**src/rtl/dec_result_rob_pkg.sv**
```systemverilog
`default_nettype none
// ============================================================================
// Module   : dec_result_rob_pkg
// Purpose  : Shared types and constants for the classifier result reorder
//            buffer (FSM states, err bit positions, default geometry).
// Config   : DEC_ROB_PACK_EN selects an 8-bit packed output word.
// Revision : 1.0 - initial release
// ============================================================================
package dec_result_rob_pkg;

  localparam int DEF_DEPTH = 16;
  localparam int DEF_ID_W  = 12;

`ifdef DEC_ROB_PACK_EN
  // Eight in-order results leave together, LSB = oldest
  localparam int PACK_W = 8;
`else
  localparam int PACK_W = 1;
`endif

  // Bit positions inside the err pulse
  localparam int ERR_DUP = 0;
  localparam int ERR_OOW = 1;

  typedef enum logic [1:0] {
    ST_RUN   = 2'd0,
    ST_DRAIN = 2'd1,
    ST_CLEAR = 2'd2
  } rob_state_e;

endpackage
`default_nettype wire

```
**src/rtl/dec_rob_bitmap.sv**
```systemverilog
`default_nettype none
// ============================================================================
// Module   : dec_rob_bitmap
// Purpose  : Valid/data storage of the reorder window. One write port with
//            an occupancy lookup, and a RD_W-wide read/clear window that
//            starts at the head entry and wraps modulo DEPTH.
// Revision : 1.0 - initial release
// ============================================================================
module dec_rob_bitmap #(
  parameter  int DEPTH = 16,
  parameter  int RD_W  = 1,
  localparam int IW    = $clog2(DEPTH)
) (
  input  logic            clk,
  input  logic            rst_n,
  input  logic            wr_en,
  input  logic [IW-1:0]   wr_idx,
  input  logic            wr_bit,
  output logic            wr_hit,
  input  logic [IW-1:0]   hd_idx,
  output logic [RD_W-1:0] hd_valid,
  output logic [RD_W-1:0] hd_data,
  input  logic [RD_W-1:0] clr_mask,
  input  logic            clr_all
);

  logic [DEPTH-1:0] valid_q, valid_d;
  logic [DEPTH-1:0] data_q,  data_d;

  // Occupancy of the write target, used for duplicate detection
  assign wr_hit = valid_q[wr_idx];

  // Head window read, wrapping around the end of the storage
  always_comb begin
    hd_valid = '0;
    hd_data  = '0;
    for (int i = 0; i < RD_W; i++) begin
      hd_valid[i] = valid_q[hd_idx + IW'(i)];
      hd_data[i]  = data_q[hd_idx + IW'(i)];
    end
  end

  // Next storage state: bulk clear, then head clear, then write (write wins)
  always_comb begin
    valid_d = valid_q;
    data_d  = data_q;
    if (clr_all) begin
      valid_d = '0;
    end else begin
      for (int i = 0; i < RD_W; i++) begin
        if (clr_mask[i]) valid_d[hd_idx + IW'(i)] = 1'b0;
      end
    end
    if (wr_en) begin
      valid_d[wr_idx] = 1'b1;
      data_d[wr_idx]  = wr_bit;
    end
  end

  // Storage registers
  always_ff @(posedge clk or negedge rst_n) begin
    if (!rst_n) begin
      valid_q <= '0;
      data_q  <= '0;
    end else begin
      valid_q <= valid_d;
      data_q  <= data_d;
    end
  end

endmodule
`default_nettype wire

```
**src/rtl/dec_result_rob.sv**
```systemverilog
`default_nettype none
// ============================================================================
// Module   : dec_result_rob
// Purpose  : Reorder buffer for classifier results. Samples get sequential
//            IDs on issue; results may come back in any order and are
//            emitted strictly in ID order. A flush drains the window and
//            restarts the ID sequence at 0.
// Config   : DEC_ROB_PACK_EN - emit 8 consecutive results per word (partial
//            trailing word during drain); undefined - one result per pop.
// Revision : 1.0 - initial release
// ============================================================================
module dec_result_rob
  import dec_result_rob_pkg::*;
#(
  parameter int DEPTH = DEF_DEPTH,
  parameter int ID_W  = DEF_ID_W
) (
  input  logic              clk,
  input  logic              rst_n,
  input  logic              issue,
  output logic              win_full,
  input  logic              res_valid,
  input  logic [ID_W-1:0]   res_id,
  input  logic              res_bit,
  input  logic              flush,
  output logic              o_valid,
  input  logic              o_ready,
  output logic [ID_W-1:0]   o_id,
  output logic [PACK_W-1:0] o_data,
  output logic [1:0]        err
);

  localparam int IW = $clog2(DEPTH);
  localparam int OW = $clog2(DEPTH + 1);

  rob_state_e        state_q, state_d;
  logic [ID_W-1:0]   head_q,  head_d;
  logic [OW-1:0]     out_q,   out_d;
  logic [1:0]        err_q,   err_d;

  logic [ID_W-1:0]   res_off;
  logic              in_win;
  logic              issue_ok;
  logic              pop;
  logic              wr_en;
  logic              wr_hit;
  logic              clr_all;
  logic              still;
  logic [PACK_W-1:0] hd_valid;
  logic [PACK_W-1:0] hd_data;
  logic [PACK_W-1:0] run_mask;
  logic [OW-1:0]     run_len;

  dec_rob_bitmap #(
    .DEPTH (DEPTH),
    .RD_W  (PACK_W)
  ) u_bitmap (
    .clk      (clk),
    .rst_n    (rst_n),
    .wr_en    (wr_en),
    .wr_idx   (res_id[IW-1:0]),
    .wr_bit   (res_bit),
    .wr_hit   (wr_hit),
    .hd_idx   (head_q[IW-1:0]),
    .hd_valid (hd_valid),
    .hd_data  (hd_data),
    .clr_mask (pop ? run_mask : '0),
    .clr_all  (clr_all)
  );

  // Window is closed while draining so the feeder stops issuing
  assign win_full = (state_q == ST_DRAIN) || (out_q == OW'(DEPTH));
  assign issue_ok = issue && !win_full;

  // Distance from the head, modulo the ID space, decides window membership
  assign res_off = res_id - head_q;
  assign in_win  = {{OW{1'b0}}, res_off} < {{ID_W{1'b0}}, out_q};

  // Count of contiguous resolved results starting at the head
  always_comb begin
    run_len  = '0;
    run_mask = '0;
    still    = 1'b1;
    for (int i = 0; i < PACK_W; i++) begin
      if (still && hd_valid[i] && (OW'(i) < out_q)) begin
        run_len     = run_len + OW'(1);
        run_mask[i] = 1'b1;
      end else begin
        still = 1'b0;
      end
    end
  end

`ifdef DEC_ROB_PACK_EN
  // Full word ready, or the last partial word once draining has resolved it
  assign o_valid = (int'(run_len) == PACK_W) ||
                   ((state_q == ST_DRAIN) && (out_q != '0) && (run_len == out_q));
`else
  assign o_valid = (run_len != '0);
`endif

  assign pop    = o_valid && o_ready;
  assign o_id   = head_q;
  assign o_data = o_valid ? (hd_data & run_mask) : '0;
  assign err    = err_q;

  // Result classification, window bookkeeping and flush sequencing
  always_comb begin
    state_d = state_q;
    head_d  = head_q;
    out_d   = out_q;
    err_d   = '0;
    wr_en   = 1'b0;
    clr_all = 1'b0;

    if (res_valid) begin
      if ((state_q == ST_CLEAR) || !in_win) begin
        err_d[ERR_OOW] = 1'b1;
      end else if (wr_hit) begin
        err_d[ERR_DUP] = 1'b1;
      end else begin
        wr_en = 1'b1;
      end
    end

    if (pop) head_d = head_q + ID_W'(run_len);
    out_d = out_q + (issue_ok ? OW'(1) : '0) - (pop ? run_len : '0);

    case (state_q)
      ST_RUN: begin
        if (flush) state_d = ST_DRAIN;
      end
      ST_DRAIN: begin
        if (out_q == '0) state_d = ST_CLEAR;
      end
      ST_CLEAR: begin
        state_d = ST_RUN;
        head_d  = '0;
        clr_all = 1'b1;
      end
      default: state_d = ST_RUN;
    endcase
  end

  // Control registers
  always_ff @(posedge clk or negedge rst_n) begin
    if (!rst_n) begin
      state_q <= ST_RUN;
      head_q  <= '0;
      out_q   <= '0;
      err_q   <= '0;
    end else begin
      state_q <= state_d;
      head_q  <= head_d;
      out_q   <= out_d;
      err_q   <= err_d;
    end
  end

endmodule
`default_nettype wire

```
**config.mk**
```make
export PLATFORM = sky130hd
export DESIGN_NAME = dec_result_rob
export DESIGN_NICKNAME = d
export VERILOG_FILES = /design/src/rtl/dec_result_rob_pkg.sv /design/src/rtl/dec_rob_bitmap.sv /design/src/rtl/dec_result_rob.sv
export SDC_FILE = /design/constraint.sdc
export NUM_CORES = 1
export LEC_CHECK = 0
export ABC_AREA = 1
export BUFFER_PORTS_ARGS = -buffer_cell sky130_fd_sc_hd__buf_2
export CORE_MARGIN = 2
export CORE_UTILIZATION = 60
export CTS_BUF_LIST = sky130_fd_sc_hd__clkbuf_16
export CTS_CLUSTER_DIAMETER = 80
export DETAILED_ROUTE_END_ITERATION = 10
export PLACE_DENSITY = 0.84
export REMOVE_ABC_BUFFERS = 1
export SKIP_LAST_GASP = 1
export SLEW_MARGIN = 20
export SYNTH_ARGS = -nofsm -noshare
export SYNTH_HDL_FRONTEND = slang
export SYNTH_SLANG_ARGS = --single-unit
```
**constraint.sdc**
```tcl
create_clock -name clk -period 6 [get_ports clk]
set_input_delay 1.5 -clock clk [delete_from_list [all_inputs] [get_ports clk]]
set_output_delay 1.5 -clock clk [all_outputs]
set_load 0.01 [all_outputs]
```
==> flow_summary.toml <==
[power_and_ir_drop]
intPower_mw = 0.647
clkPwrFrac_pct = 30.7
power_leakage_nw = 2.35
vdd_ir_drop_max_mv = 0.119
power_frac_seq_pct = 40.1
p_total_mw = 0.998
comb_power_share_pct = 29.2
p_per_area_mw_per_mm2 = 226
p_sw_mw = 0.351
swShare_pct = 35.1

[layout]
seq_area_mm2 = 0.00133
n_antenna_cell = 0
multi_input_area_mm2 = 0.00232
area_growth_pct = 7.98
drive_gt1_share_pct = 11.5
instances_no_fill = 682
fillCellCount = 579
nets = 647

[floorplan]
die-area_mm2 = 0.00750
initial_utilization_pct = 61.3
dieWidth_um = 86.6
std_cell_rows = 30
ios = 36
coreArea_mm2 = 0.00668
fp.dieH_um = 86.6

[sta]
period_needed_ps = 3940
hold_viol = 0
clock_skew_ps = 8.27
drv_slew = 0
timing.fmax_ghz = 0.254
timing.final.ws_setup_ps = 2060
relSlewSlack_pct = 53.5
timing.setup.tns_ps = 0
max_slew.worst_pin.slew_ps = 698
setup-violations-final = 0
rsz0062_at_grt = "no"
hold_ws_ps = 479
period_share_pct = 65.7

[placement]
pre_cts_slack_ps = 1890
dp.final_hpwl_um = 7710
place_inst = 674
place.port_buffers = 35
place_congestion = 0.965

[global_route]
grt_usage_pct = 30.1
grt_start_max_net_pins = 54
grt_pass1_vias = 3824
antenna_found_initial = 0
overflow = 0
grt_pass1_wl_um = 17900

[worst_setup_path]
crit_path_cell_trace = "nor2_2 > inv_2 > o22ai_1 > o21ai_1 > nand4_1 > and2_1 > nor3b_1 > buf_2"
worstPathMaxFanout = 8
cp.arrival_ps = 2440
start_kind = "flip-flop"
rrSetupSlack_ps = 2100
cp_data_required_time_ps = 4500
cp_slowest_cell = "dfrtp_1"
cp-end-kind = "primary output"
critPathMaxStageDelay_ps = 500
crit_type = "flip-flop to primary output"

[cts]
tritoncts = "built"
cts_buffers = 5
root_buffer = "clkbuf_16"
cts.htree.levels = 2
cts_hold_buf = 0
insertion_delay_ps = 300
cts_resized = 0
post-cts-setup-buffer-count = 0
cts_buffer_depth = 2
path_clk_slew_ps = 80
clkSinkCount = 53

[synthesis]
yosys_warnings = 0
synthesis.area_mm2 = 0.00409
ys_seq_elements = 53
syn_area_per_cell_um2 = 7.14
synth_cell_type_count = 38
yosysSeqAreaShare_pct = 32.4
postSynthCellCount = 573

[run]
max-cap-violations = 0

[run_status]
outcome = "finished, final reports clean"

[route]
totalWireLength_um = 10700
antenna_left = 0
vias = 4115
drc_errors = 0
via_per_inst = 6.03
drt_iter0_drc = 403
wl_per_cell_um = 15.8
first_pass_iters = 6

[min_path]
hold_class = "flip-flop to flip-flop"
## cells by family after synthesis
kind of cell             Yosys count  synth area share (%)
AND/OR/NAND/NOR                  310                  34.9
flip-flops                        53                  32.4
adder cells (fa/ha/maj)           27                  8.62
buffers and inverters            102                  11.0
AO/OA/AOI/OAI                     64                  9.51
XOR/XNOR                          17                  3.64
## state kept, by name, summed over array words and instances (netlist names)
name and count:
err 2, o_id 12, out_q 5, state_q 2, u_bitmap.data_q 16, u_bitmap.valid_q 16
## path summary, 6_finish.rpt
kind / start / endpoint / cells after the start
max: o_id[0] / o_data / 8
min: u_bitmap.data_q[6] / u_bitmap.data_q[6] / 2
max reg2reg: o_id[0] / out_q[4] / 15
min reg2reg: u_bitmap.data_q[6] / u_bitmap.data_q[6] / 2
max in group asynchronous: rst_n / u_bitmap.valid_q[10] / 2
min in group asynchronous: rst_n / o_id[5] / 2
## cells in the mapped netlist
cell / count / area share (%)
fa_1: 2 / 0.98
dfrtp_1: 53 / 32
a22oi_1: 8 / 1.5
o22ai_1: 12 / 1.8
nand2_2: 5 / 0.76
buf_6: 6 / 1.7
inv_1: 80 / 7.3
a22o_1: 1 / 0.21
nor2_2: 5 / 0.76
o221ai_1: 2 / 0.43
xnor2_1: 1 / 0.21
a21oi_2: 2 / 0.43
inv_4: 1 / 0.15
nor4_1: 4 / 0.61
and3_1: 1 / 0.15
o21ai_1: 3 / 0.37
buf_4: 4 / 0.73
nor3_1: 3 / 0.37
buf_2: 3 / 0.37
o21bai_1: 2 / 0.37
nor2_4: 2 / 0.55
a21boi_0: 1 / 0.18
ha_1: 25 / 7.6
nor2_1: 57 / 5.2
nand4_1: 38 / 5.8
o22a_1: 2 / 0.43
nand2_1: 145 / 13
clkbuf_1: 4 / 0.37
nand3_1: 33 / 4.0
xor2_1: 16 / 3.4
nor3b_1: 1 / 0.18
or2_1: 1 / 0.15
o21ai_0: 22 / 2.7
and2_1: 1 / 0.15
nand3b_1: 10 / 1.8
nand3_2: 4 / 0.98
inv_2: 4 / 0.37
a21oi_1: 9 / 1.1
## layer usage
layer	part of all wire, %	track usage (%)	vias to the layer above	wire (um)
li1	-	-	1940	-
met1	41	40.5	1906	4430
met2	48	49.9	228	5160
met3	7.8	3.71	41	836
met4	3.0	10.8	0	325
met5	0	0	-	0
## critical path, delay by kind of cell, from the launching register on
family                 cells  cell delay (ps)
DFF                        1              500
AOI/OAI and AO/OA          2              320
buffers and inverters      2              340
and+or+nand+nor            4             1000
## layout make-up
| cell class | count | area share (%) |
|---|---|---|
| clock buffers | 5 | 2.83 |
| well taps | 80 | 2.26 |
| inverters | 85 | 7.27 |
| multi-input cells | 418 | 52.6 |
| clock inverters | 3 | 0.594 |
| flip-flops and latches | 53 | 30.0 |
| repair buffers | 38 | 4.47 |
## power groups by stage
stage / clock network, mW / logic (mW) / registers (mW)
floorplan: 0 / 0.205 / 0.403
global placement: 0 / 0.270 / 0.405
detailed placement: 0 / 0.285 / 0.407
CTS: 0.303 / 0.289 / 0.399
global route: 0.321 / 0.335 / 0.403
finish: 0.307 / 0.292 / 0.400
## metrics by stage
| step | utilization, % | area, um2 |
|---|---|---|
| after CTS | 66.1 | 4420 |
| after global routing | 66.2 | 4420 |
| after detailed placement | 63.8 | 4260 |
| final | 66.2 | 4420 |
| after global placement | 63.8 | 4260 |
| after floorplan | - | 3970 |
## cell usage in the layout, fill, tap and decap left out, types with 4 or more instances in the layout
master and n:
clkbuf_16 5, nand3_1 33, a21oi_1 9, buf_2 35, o21ai_0 22, o22ai_1 12
nand3_2 4, nand2_1 145, nand2_2 5, inv_1 80, nand3b_1 10, nor2_1 57
nor2_2 4, dfrtp_1 53, a22oi_1 8, nand4_1 38, inv_2 4, xor2_1 16
ha_1 25, nor4_1 4
(Power assumes the default switching activity.)
